==> config.mk <==
export PLATFORM = sky130hd
export DESIGN_NAME = dmp_domain_ctrl
export DESIGN_NICKNAME = d
export VERILOG_FILES = /design/src/rtl/dmp_domain_ctrl.sv
export SDC_FILE = /design/constraint.sdc
export NUM_CORES = 1
export LEC_CHECK = 0
export ABC_AREA = 0
export BUFFER_PORTS_ARGS = -buffer_cell sky130_fd_sc_hd__buf_4
export CORE_UTILIZATION = 49
export CTS_CLUSTER_SIZE = 28
export DETAILED_ROUTE_END_ITERATION = 12
export PLACE_DENSITY = 0.73
export SLEW_MARGIN = 10
export SYNTH_ARGS = -nofsm -noshare
export SYNTH_HDL_FRONTEND = slang
export SYNTH_SLANG_ARGS = --single-unit
==> constraint.sdc <==
create_clock -name clk_i -period 1.3 [get_ports clk_i]
set_input_delay 0.13 -clock clk_i [delete_from_list [all_inputs] [get_ports clk_i]]
set_output_delay 0.13 -clock clk_i [all_outputs]
set_load 0.01 [all_outputs]
==> src/rtl/dmp_domain_ctrl.sv <==
// dmp_domain_ctrl: owns the current DMP protection domain. A domain switch is
// accepted through a req/gnt handshake. New memory issue is stalled and in-flight
// accesses are drained before the new domain is committed, so every access is
// checked against the domain it was issued under.
module dmp_domain_ctrl #(
   parameter int MAX_OUTSTANDING = 8,
   parameter int DRAIN_TIMEOUT   = 64,
   parameter int DOM_W           = 2
) (
   input  logic             clk_i,
   input  logic             rst_ni,
   input  logic             switch_req_i,
   input  logic [DOM_W-1:0] switch_dom_i,
   input  logic [1:0]       priv_lvl_i,
   output logic             switch_gnt_o,
   output logic             switch_done_o,
   output logic             switch_err_o,
   input  logic             mem_issue_i,
   input  logic             mem_retire_i,
   input  logic             flush_i,
   output logic             stall_o,
   output logic [DOM_W-1:0] curdom_o
);

   localparam int CNT_W = $clog2(MAX_OUTSTANDING + 1);
   localparam int TMR_W = (DRAIN_TIMEOUT > 1) ? $clog2(DRAIN_TIMEOUT) : 1;

   localparam logic [DOM_W-1:0] DOM0       = '0;
   localparam logic [1:0]       PRIV_LVL_U = 2'b00;

   typedef enum logic [1:0] {
      IDLE   = 2'd0,
      DRAIN  = 2'd1,
      COMMIT = 2'd2
   } state_e;

   state_e           state_q;
   logic [DOM_W-1:0] curdom_q;
   logic [DOM_W-1:0] target_q;
   logic [TMR_W-1:0] timer_q;
   logic             stall_q;
   logic             done_q;
   logic             err_q;
   logic [CNT_W-1:0] outstanding_q;
   logic [CNT_W-1:0] outstanding_d;

   // Outstanding-access next state: saturating up/down count, issue+retire cancel.
   always_comb begin
      outstanding_d = outstanding_q;
      if (mem_issue_i && !mem_retire_i) begin
         if (outstanding_q != CNT_W'(MAX_OUTSTANDING)) begin
            outstanding_d = outstanding_q + 1'b1;
         end
      end else if (mem_retire_i && !mem_issue_i) begin
         if (outstanding_q != '0) begin
            outstanding_d = outstanding_q - 1'b1;
         end
      end
   end

   // Outstanding counter runs in every state; accesses past the stall point still count.
   always_ff @(posedge clk_i or negedge rst_ni) begin
      if (!rst_ni) begin
         outstanding_q <= '0;
      end else begin
         outstanding_q <= outstanding_d;
      end
   end

   // Switch FSM with registered done/err pulses, stall and current domain.
   always_ff @(posedge clk_i or negedge rst_ni) begin
      if (!rst_ni) begin
         state_q  <= IDLE;
         curdom_q <= DOM0;
         target_q <= DOM0;
         timer_q  <= '0;
         stall_q  <= 1'b0;
         done_q   <= 1'b0;
         err_q    <= 1'b0;
      end else begin
         done_q <= 1'b0;
         err_q  <= 1'b0;
         case (state_q)
            IDLE: begin
               if (switch_req_i) begin
                  if (priv_lvl_i == PRIV_LVL_U) begin
                     err_q <= 1'b1;
                  end else if (switch_dom_i == curdom_q) begin
                     done_q <= 1'b1;
                  end else begin
                     target_q <= switch_dom_i;
                     timer_q  <= '0;
                     stall_q  <= 1'b1;
                     state_q  <= DRAIN;
                  end
               end
            end
            DRAIN: begin
               timer_q <= timer_q + 1'b1;
               if (flush_i) begin
                  err_q   <= 1'b1;
                  stall_q <= 1'b0;
                  state_q <= IDLE;
               end else if (outstanding_q == '0) begin
                  state_q <= COMMIT;
               end else if (timer_q == TMR_W'(DRAIN_TIMEOUT - 1)) begin
                  err_q   <= 1'b1;
                  stall_q <= 1'b0;
                  state_q <= IDLE;
               end
            end
            COMMIT: begin
               // Commit always completes; flush is deliberately not looked at here.
               curdom_q <= target_q;
               done_q   <= 1'b1;
               stall_q  <= 1'b0;
               state_q  <= IDLE;
            end
            default: begin
               stall_q <= 1'b0;
               state_q <= IDLE;
            end
         endcase
      end
   end

   assign switch_gnt_o  = (state_q == IDLE);
   assign switch_done_o = done_q;
   assign switch_err_o  = err_q;
   assign stall_o       = stall_q;
   assign curdom_o      = curdom_q;

endmodule

==> results of run 1 <==
==> critical path, cell delays in order (launching register included) <==
cell     delay, ns
dfrtp_1       0.45
buf_4         0.18
xnor2_2       0.14
a21oi_2       0.18
buf_4         0.14
o21ai_2       0.04
xnor2_1       0.11
==> metal layers <==
layer | routed length [um] | part of all wire [%]
met5 | 0 | 0
met4 | 93 | 3.9
met3 | 121 | 5.1
met2 | 1210 | 50
met1 | 967 | 41
==> flip-flops by register name (all words and copies together) (netlist names) <==
register	count
timer_q	6
outstanding_q	4
curdom_o	2
state_q	2
target_q	2
stall_o	1
switch_done_o	1
switch_err_o	1
==> cell usage in the layout, fill, tap and decap left out, drive strengths merged <==
master	Yosys	routed
a21oi	9	9
a311oi	1	1
a31o	1	1
a31oi	1	1
and3	2	2
buf	1	38
clkbuf	0	3
clkinv	0	1
dfrtp	19	19
dlygate4sd3	0	1
fa	1	1
ha	4	4
inv	8	8
mux2	4	4
mux2i	2	2
nand2	4	4
nand2b	2	2
nand3	2	2
nor2	12	12
nor2b	2	2
nor3	3	3
nor4	1	1
nor4b	1	1
o211ai	1	1
o21a	1	1
o21ai	3	3
o22ai	4	4
o31ai	1	1
xnor2	3	3
xor2	3	3
==> how the worst max path moves through the flow <==
| stage | startpoint | end | slack, ns | cells past startpoint |
|---|---|---|---|---|
| CTS | curdom_o[1] | target_q[1] | -0.04 | 3 |
| detailed placement | mem_issue_i | outstanding_q[3] | -0.13 | 8 |
| global placement | curdom_o[1] | timer_q[5] | -0.1 | 4 |
| finish | outstanding_q[3] | outstanding_q[3] | -0.05 | 6 |
| floorplan | timer_q[0] | switch_err_o | -0.004 | 5 |
| global route | outstanding_q[2] | outstanding_q[3] | -0.12 | 5 |
==> metrics by stage <==
stage,util [%],setup TNS (ns),hold WS (ns),instance area [um^2]
2_1_floorplan,-,-0.00392,-0.166,1020
3_3_place_gp,70.0,-0.679,0.0127,1270
3_5_place_dp,70.0,-0.901,0.0157,1270
4_1_cts,76.9,-0.110,0.0887,1400
5_1_grt,81.6,-0.613,0.0894,1490
6_report,81.6,-0.208,0.0943,1490
==> power breakdown <==
| group | internal [mW] | switching [mW] |
|---|---|---|
| Sequential | 0.832 | 0.261 |
| Clock | 0.115 | 0.180 |
| Combinational | 0.970 | 0.792 |
| Total | 1.92 | 1.23 |
==> repair_timing <==
action | in CTS | in global routing
pin swaps | 13 | 7
setup endpoints to repair | 12 | 12
gates resized for setup | 10 | 17
setup buffers | 6 | 3
hold endpoints to repair | 19 | 0
hold buffers | 1 | 0
==> kinds of logic after synthesis <==
group           count (synthesis)  synth area share (%)
flops                          19                  47.9
simple gates                   29                  14.6
xor+xnor                        6                  5.29
fa+ha+maj                       5                  7.05
mux                             6                  6.55
buf+inv                         9                  3.53
compound gates                 22                  15.1
==> layout make-up <==
cell class,instances,area [um^2],share of cell area [%]
Tap cell,25,31.3,2.10
Multi-Input combinational cell,68,616,41.4
Sequential cell,19,479,32.2
Clock buffer,3,22.5,1.52
Clock inverter,1,5.00,0.337
Timing Repair Buffer,39,303,20.4
Inverter,8,30.0,2.02
==> summary.md, run 1 <==
| Metric | Value |
|---|---|
| Starting density of the core | around 55% |
| EDFF count, synth | 0 |
| CTS tree | built |
| Hold endpoint | target_q[1] |
| Max_cap viols | 0 |
| Final min period | between 1 and 1.5 ns |
| Die H | ~47 um |
| Vias | about 890 |
| Later-pin clock latency in the skew report | approximately 0.30 ns |
| Worst vdd ir | about 1400 uV |
| Reg2reg end | outstanding_q[3] |
| DP Cell Count | 150 |
| Clock Sinks | 19 |
| Post-Place Setup Slack | -0.133 ns |
| Hold depth | 2 |
| ANT cells | 0 |
| Num CTS Buffers | 3 |
| DRC Markers | 0 |
| Setup-failing EPs final | 7 |
| Seq/Total Area, Yosys | between 40% and 50% |
| Fin. Hold Viols | 0 |
| Worst path arrival time | about 1.6 ns |
| Initial antenna violation count | 0 |
| Post-synth top cells | dfrtp_1 (19), nor2_1 (12), inv_1 (8), a21oi_1 (7) |
| Outcome | finished with violations |
| Worst-path clk slew | about 0.10 ns |
| Proportion of layout cells with a drive suffix above 1 | 54.3% |
| Die area | about 2200 um^2 |
| Clock Skews | 0.00536 ns |
| Slew headroom | about four fifths |
| Fillers | 120 |
| Root Driver | clkbuf_4 |
| Cell Area, Synth | a little under 1000 um^2 |
| Post-synth net total | 111 |
| Critical Path Source Type | flip-flop |
| Most common cell in the netlist | dfrtp_1 |
| DPL Wire Length | ~1500 um |
| Largest net degree at the start of global routing | 20 |
| R2r worst-path depth | 6 |
| GP Congestion | 0.731 |
| Unrepaired setup endpoints after global routing | true |
| Yosys top cell by area | dfrtp_1 |
| Final Net Count | around 150 |
| Syn Area/Cell | between 10 and 15 um^2 |
| Pleak | approximately 0.67 nW |
| Hold Crit Start | switch_dom_i[1] |
| GR Util met2 | about two fifths |
| Routed WL per cell | about 15 um |
| Syn-to-layout area delta | 49.6% |
| Worst r2r src | outstanding_q[3] |
| First-pass GRT wire length | between 3000 and 4000 um |
| Vias in the first global route | between 800 and 900 |
| DRT antenna net count | 0 |
| Yosys warnings | 0 |
| Slew @ Worst Pin | 0.316 ns |
| Netlist cell types | 30 |
| Most used routing layer | met2 |
| Core Rows | 15 |
| Highest Clock Rate | 0.739 GHz |
| Clock tree buffer depth | 2 |
| Core Region | between 1500 and 2000 um^2 |
| Top_reg_cell synth | dfrtp_1 |
| Pwr dens | ~2100 nW/um^2 |
| DRT Pass-1 Iters | 4 |
| M3 GR Usage | 5.38% |
| I/O Pins | 16 |
| CP endpoint kind | flip-flop |
| Die Span X | between 40 and 50 um |
| Power consumption | about 3.2 mW |
| Synth top area share | between 40 and 50% |
| All-layer global routing usage | a little under a quarter |
| Post-Syn Instances | 96 |
| R2R setup slack | -0.05 ns |
| GRT met1 Usage | 25.3% |
| Leading cell types by total area after synthesis | dfrtp_1 (48%), ha_1 (5.0%), mux2_2 (4.5%) |
| Hold WC Path Type | primary input to flip-flop |
| IO Port Bufs | 15 |
| Final global-route overflow total | 0 |
| Slew Viols, Final | 0 |
| DR iter-0 viols | 15 |
| Clock H-tree levels | 1 |
| Final cell count without fillers | approximately 160 |
| Vias/cell | roughly 5.4 |
| Post-route setup slack | -0.0523 ns |
| Violated checks | negative setup slack |
| Drt total wl | roughly 2400 um |
| Critical-path maximum fanout | 2 |
| #FFs+latches synth | 19 |
| Crit share post-route | 104% |
| Async set-reset flop share out of synthesis | between 90% and 100% |
| Crit Path Class | flip-flop to flip-flop |
| Required @ worst endpoint | ~1.5 ns |
(Power assumes the default switching activity.)
==> run 2: changes to the inputs <==
CORE_UTILIZATION = 30   (was 49)
PLACE_DENSITY = 0.49   (was 0.73)
==> run 2 against run 1 <==
Against the previous run:
- cell count rose by 12%
- first-iteration DRC count fell by 40%
- combinational power up 9%
- the run still ends with negative setup slack left
- final area rose by 6.1%
- critical path depth decreased by 1
- via count shrank 5.5%
- sequential power is essentially flat
- critical endpoint unchanged
- non-clock buffer count stayed put
- sequential cell count unchanged
- count of clock-buffer cells in the layout did not move
==> summary.md, run 2 (synthesis results as in run 1) <==
| Metric | Value |
|---|---|
| DRT Pass-1 Iters | 3 (-1) |
| I/O Pins | 16 (unchanged) |
| GP Congestion | 0.776 (+6.2%) |
| Hold WC Path Type | primary input to flip-flop |
| Core Region | 3100 um^2 (+70%) |
| Proportion of layout cells with a drive suffix above 1 | 55.8% (+1.4 points) |
| Max reg flops | 6 (unchanged) |
| Initial antenna violation count | 0 (unchanged) |
| All-layer global routing usage | 13.3% (-9.2 points) |
| Clk pwr share | 9.1% (-0.3 points) |
| Comb power frac | 58.2% (+2.3 points) |
| Share of total power in sequential cells | 32.8% (-1.9 points) |
| Post-route setup slack | -0.0228 ns (+0.0295 ns) |
| Crit share post-route | 102% (-2.3 points) |
| IO Port Bufs | 15 (unchanged) |
| Vias | 839 (-5.5%) |
| Post-Place Setup Slack | -0.179 ns (-0.0462 ns) |
| Worst-path clk slew | 0.12 ns (+0.02 ns) |
| Final min period | 1.32 ns (-0.0295 ns) |
| Switching power | 1.26 mW (+1.9%) |
| Crit Path Class | flip-flop to flip-flop |
| Cell chain of the critical path | ha_4 -> a21oi_4 -> and3_4 -> o21ai_2 -> xnor2_1 |
| Drt total wl | 2160 um (-9.7%) |
| Slew @ Worst Pin | 0.312 ns (-0.00345 ns) |
| DR iter-0 viols | 9 (-6) |
| Clock tree buffer depth | 2 (unchanged) |
| Slowest cell delay on critical path | 0.47 ns (+0.02 ns) |
| Pwr dens | 2080 nW/um^2 (-1.7%) |
| Highest Clock Rate | 0.756 GHz (+2.2%) |
| Outcome | finished with violations |
| Num CTS Buffers | 3 (unchanged) |
| Required @ worst endpoint | 1.50 ns (about the same) |
| Final cell count without fillers | 182 (+12%) |
| Core Rows | 20 (+5) |
| Critical Path Source Type | flip-flop |
| Cell at the slowest stage of the critical path | dfrtp_2 |
| Pleak | 0.692 nW (+2.7%) |
| Syn-to-layout area delta | 58.8% |
| DPL Wire Length | 1500 um (+1.7%) |
| Clock H-tree levels | 1 (unchanged) |
| Worst vdd ir | 1260 uV (-7.5%) |
| Min Hold Slack | 0.0906 ns (-0.00372 ns) |
| Routed WL per cell | 11.8 um (-19%) |
| Sw frac | 38.2% (-0.92 points) |
| CTS tree | built |
| Later-pin clock latency in the skew report | 0.29 ns (about the same) |
| Violated checks | negative setup slack |
| Final Net Count | 154 (unchanged) |
| Fin. Hold Viols | 0 (unchanged) |
| Largest net degree at the start of global routing | 20 (unchanged) |
| Die area | 3550 um^2 (+60%) |
| Fillers | 303 (+150%) |
| ANT cells | 0 (unchanged) |
| Commonest non-fill, non-tap cell in the layout | buf_4 |
| DRC Markers | 0 (unchanged) |
| First-pass GRT wire length | 3500 um (+6.1%) |
| Setup-failing EPs final | 5 (-2) |
| Largest reg by FF count | timer_q |
| Unrepaired setup endpoints after global routing | true |
| Clock Sinks | 19 (unchanged) |
| Clock Skews | 0.00884 ns (+0.00348 ns) |
| Die H | 59.5 um (+27%) |
| Root Driver | clkbuf_4 |
| DRT antenna net count | 0 (unchanged) |
| Max_cap viols | 0 (unchanged) |
| Vias in the first global route | 836 (+3.7%) |
| Most frequent cells in the layout | buf_4 (34), dfrtp_1 (16), nor2_1 (11), inv_1 (7), a21oi_1 (5) |
| Regs by FF count | timer_q (6), outstanding_q (4) |
| Slew headroom | 79.1% (+0.24 points) |
| Starting density of the core | 32.0% (-23 points) |
| Worst path arrival time | 1.52 ns (-0.03 ns) |
| Critical-path maximum fanout | 3 (+1) |
| CP endpoint kind | flip-flop |
| DP Cell Count | 170 (+13%) |
| Vias/cell | 4.61 (-15%) |
| Final global-route overflow total | 0 (unchanged) |
| Int Pwr | 2.03 mW (+5.9%) |
| Slew Viols, Final | 0 (unchanged) |
| Die Span X | 59.5 um (+27%) |
## run 2: through the flow
stage / TNS, ns / utilization, % / total power [mW] / cell area, um^2
2_1_floorplan: -0.00392 / - / 1.79 / 1020
3_3_place_gp: -0.740 / 42.1 / 2.36 / 1310
3_5_place_dp: -0.995 / 42.1 / 2.40 / 1310
4_1_cts: -0.150 / 47.2 / 3.01 / 1470
5_1_grt: -0.298 / 50.8 / 3.53 / 1580
6_report: -0.0703 / 50.8 / 3.29 / 1580
## run 2: critical path, delay by kind of cell (launching register included)
family,cells,cell delay (ns)
and+or+nand+nor,1,0.19
adders and majority gates,1,0.25
AOI/OAI and AO/OA,2,0.18
xor gates and xnor gates,1,0.12
DFF,1,0.47
## run 2: cell type report
| class | count | area [um^2] | area share (%) |
|---|---|---|---|
| Clock buffer | 3 | 22.5 | 1.43 |
| Clock inverter | 1 | 5.00 | 0.317 |
| Inverter | 8 | 30.0 | 1.90 |
| Multi-Input combinational cell | 68 | 676 | 42.8 |
| Sequential cell | 19 | 479 | 30.4 |
| Tap cell | 44 | 55.1 | 3.49 |
| Timing Repair Buffer | 39 | 310 | 19.7 |
## run 2: worst paths after layout
path                                   from                to  slack [ns]  depth (start not counted)
max                        outstanding_q[2]  outstanding_q[3]       -0.02                          5
min                         switch_dom_i[0]       target_q[0]        0.09                          2
max reg2reg                outstanding_q[2]  outstanding_q[3]       -0.02                          5
min reg2reg                      state_q[1]           stall_o        0.52                          1
max in group asynchronous            rst_ni  outstanding_q[1]        0.85                          2
min in group asynchronous            rst_ni        state_q[0]        0.23                          2
## run 2: timing repair
action | in CTS | in global routing
hold buffers | 1 | 0
pin swaps | 11 | 7
endpoints found under the hold margin | 19 | 0
setup endpoints to repair | 14 | 15
setup buffers | 4 | 3
resized for setup | 19 | 17
## run 2: per-layer routing
| metal | global-route usage, % | routed length [um] |
|---|---|---|
| met1 | 16.0 | 991 |
| met2 | 22.8 | 1090 |
| met3 | 2.18 | 46 |
| met4 | 6.98 | 27 |
| met5 | 0 | 0 |
## run 2: power groups by stage
stage	registers (mW)	logic, mW	clock network (mW)
after floorplan	1.08	0.716	0
after global placement	1.04	1.32	0
after detailed placement	1.05	1.35	0
after CTS	1.05	1.64	0.317
after global routing	1.11	2.09	0.331
final	1.08	1.91	0.298
==> run 3: changes to the inputs <==
CORE_MARGIN = 5   (was default)
REMOVE_ABC_BUFFERS = 1   (was default)
==> run 3 against run 2 <==
Against the previous run:
- register-to-register slack worse by 0.05 ns
- wire length rose by 13%
- sequential share of layout area fell by 0.15 points
- the run still ends with negative setup slack left
- global-route usage fell by 2.3 points
- non-clock buffer count unchanged
- die area is 29% higher
- largest power group unchanged
- cell count unchanged
- critical path type unchanged
==> summary.md, run 3 (synthesis results as in run 1) <==
| Metric | Value |
|---|---|
| Largest net degree at the start of global routing | 20 (unchanged) |
| Top Family by Delay on Critical Path | flip-flops |
| Slowest cell delay on critical path | 0.46 ns (about the same) |
| Hold WC Path Type | primary input to flip-flop |
| Violated checks | negative setup slack |
| Drt total wl | 2440 um (+13%) |
| Outcome | finished with violations |
| DRC Markers | 0 (unchanged) |
| Slew headroom | 76.4% (-2.7 points) |
| Worst path arrival time | 1.57 ns (+0.05 ns) |
| Clock Skews | 0.00996 ns (+0.00112 ns) |
| Commonest non-fill, non-tap cell in the layout | buf_4 |
| DRT antenna net count | 0 (unchanged) |
| Crit share post-route | 105% (+3.7 points) |
| Final global-route overflow total | 0 (unchanged) |
| Vias | 860 (+2.5%) |
| Clock H-tree levels | 1 (unchanged) |
| GP Congestion | 0.785 (+1.2%) |
| Max_cap viols | 0 (unchanged) |
| Proportion of layout cells with a drive suffix above 1 | 56.5% (+0.72 points) |
| Post-route setup slack | -0.0713 ns (-0.0485 ns) |
| Routed WL per cell | 13.4 um (+13%) |
| Clock Sinks | 19 (unchanged) |
| First-pass GRT wire length | 3750 um (+7.3%) |
| Root Driver | clkbuf_4 |
| Cell at the slowest stage of the critical path | dfrtp_2 |
| Die Span X | 67.5 um (+13%) |
| Clock tree buffer depth | 2 (unchanged) |
| DP Cell Count | 170 (unchanged) |
| Critical-path maximum fanout | 3 (unchanged) |
| Worst vdd ir | 1040 uV (-17%) |
| Initial antenna violation count | 0 (unchanged) |
| Most frequent cells in the layout | buf_4 (36), dfrtp_1 (17), nor2_1 (11), inv_1 (8) |
| Slew Viols, Final | 0 (unchanged) |
| Post-Place Setup Slack | -0.225 ns (-0.0455 ns) |
| Vias/cell | 4.73 (+2.5%) |
| CP endpoint kind | flip-flop |
| Die H | 67.5 um (+13%) |
| Core Region | 3100 um^2 (unchanged) |
| Syn-to-layout area delta | 59.2% |
| Crit Path Class | flip-flop to flip-flop |
| Highest Clock Rate | 0.729 GHz (-3.5%) |
| Setup-failing EPs final | 9 (+4) |
| Unrepaired setup endpoints after global routing | true |
| CTS tree | built |
| DPL Wire Length | 1570 um (+5.0%) |
| Vias in the first global route | 914 (+9.3%) |
| DR iter-0 viols | 19 (+10) |
| ANT cells | 0 (unchanged) |
| Final Net Count | 154 (unchanged) |
| Critical Path Source Type | flip-flop |
| Num CTS Buffers | 3 (unchanged) |
| Pleak | 0.690 nW (-0.39%) |
| Pwr dens | 2140 nW/um^2 (+2.5%) |
| Slew @ Worst Pin | 0.349 ns (+0.0362 ns) |
| Worst-path clk slew | 0.12 ns (about the same) |
| Max reg flops | 6 (unchanged) |
| Core Rows | 20 (unchanged) |
| Final cell count without fillers | 182 (unchanged) |
| All-layer global routing usage | 11.0% (-2.3 points) |
| Regs by FF count | timer_q (6), outstanding_q (4) |
| Later-pin clock latency in the skew report | 0.30 ns (about the same) |
| Buffers & Inverters on Critical Path | 0 (unchanged) |
| Largest reg by FF count | timer_q |
| Starting density of the core | 32.0% (unchanged) |
| Fin. Hold Viols | 0 (unchanged) |
| Final min period | 1.37 ns (+0.0485 ns) |
| I/O Pins | 16 (unchanged) |
| Required @ worst endpoint | 1.49 ns (about the same) |
| Die area | 4560 um^2 (+29%) |
| IO Port Bufs | 15 (unchanged) |
| Cell chain of the critical path | ha_4 -> a21oi_4 -> and3_4 -> o21ai_2 -> xnor2_1 |
| DRT Pass-1 Iters | 4 (+1) |
run 3: worst paths after layout:
check                                       from  slack (ns)  cells after the start               end
worst max register to register  outstanding_q[2]       -0.07                      5  outstanding_q[3]
worst max-delay path            outstanding_q[2]       -0.07                      5  outstanding_q[3]
worst min register to register       target_q[0]        0.52                      1       target_q[0]
max in group asynchronous                 rst_ni        0.86                      2  outstanding_q[1]
min in group asynchronous                 rst_ni        0.21                      2        timer_q[3]
worst min-delay path             switch_dom_i[0]        0.09                      2       target_q[0]
run 3: stage by stage:
stage | setup TNS, ns | total power, mW | area (um^2) | utilization (%) | hold slack (ns)
global route | -1.11 | 3.60 | 1580 | 51.0 | 0.0734
finish | -0.232 | 3.38 | 1580 | 51.0 | 0.0923
CTS | -0.167 | 2.90 | 1430 | 45.9 | 0.0868
detailed placement | -1.59 | 2.36 | 1280 | 41.1 | 0.0191
floorplan | -0.292 | 1.75 | 988 | - | -0.166
global placement | -1.19 | 2.32 | 1280 | 41.1 | 0.0213
run 3: final cells by class:
type | count | area (um^2)
multi-input combinational | 68 | 689
inverter | 8 | 30.0
timing repair buffer | 39 | 303
sequential | 19 | 478
clock buffer | 4 | 26.3
tap | 44 | 55.1
fill | 303 | 1520
run 3: what timing repair did:
item,CTS,global route
buffers inserted,2,5
setup endpoints to repair,13,15
pin swaps,13,15
hold buffers,1,0
hold endpoints to repair,19,0
resized for setup,19,21
run 3: routing by layer:
metal / wire [um] / GRT usage, %
met2: 1290 / 19.4
met1: 987 / 11.9
met5: 0 / 0
met3: 100 / 2.00
met4: 61 / 7.34
run 3: power by group:
group / internal [mW] / switching (mW) / leakage (nW)
registers: 0.829 / 0.216 / 0.240
logic: 1.11 / 0.910 / 0.435
clock network: 0.120 / 0.196 / 0.0150
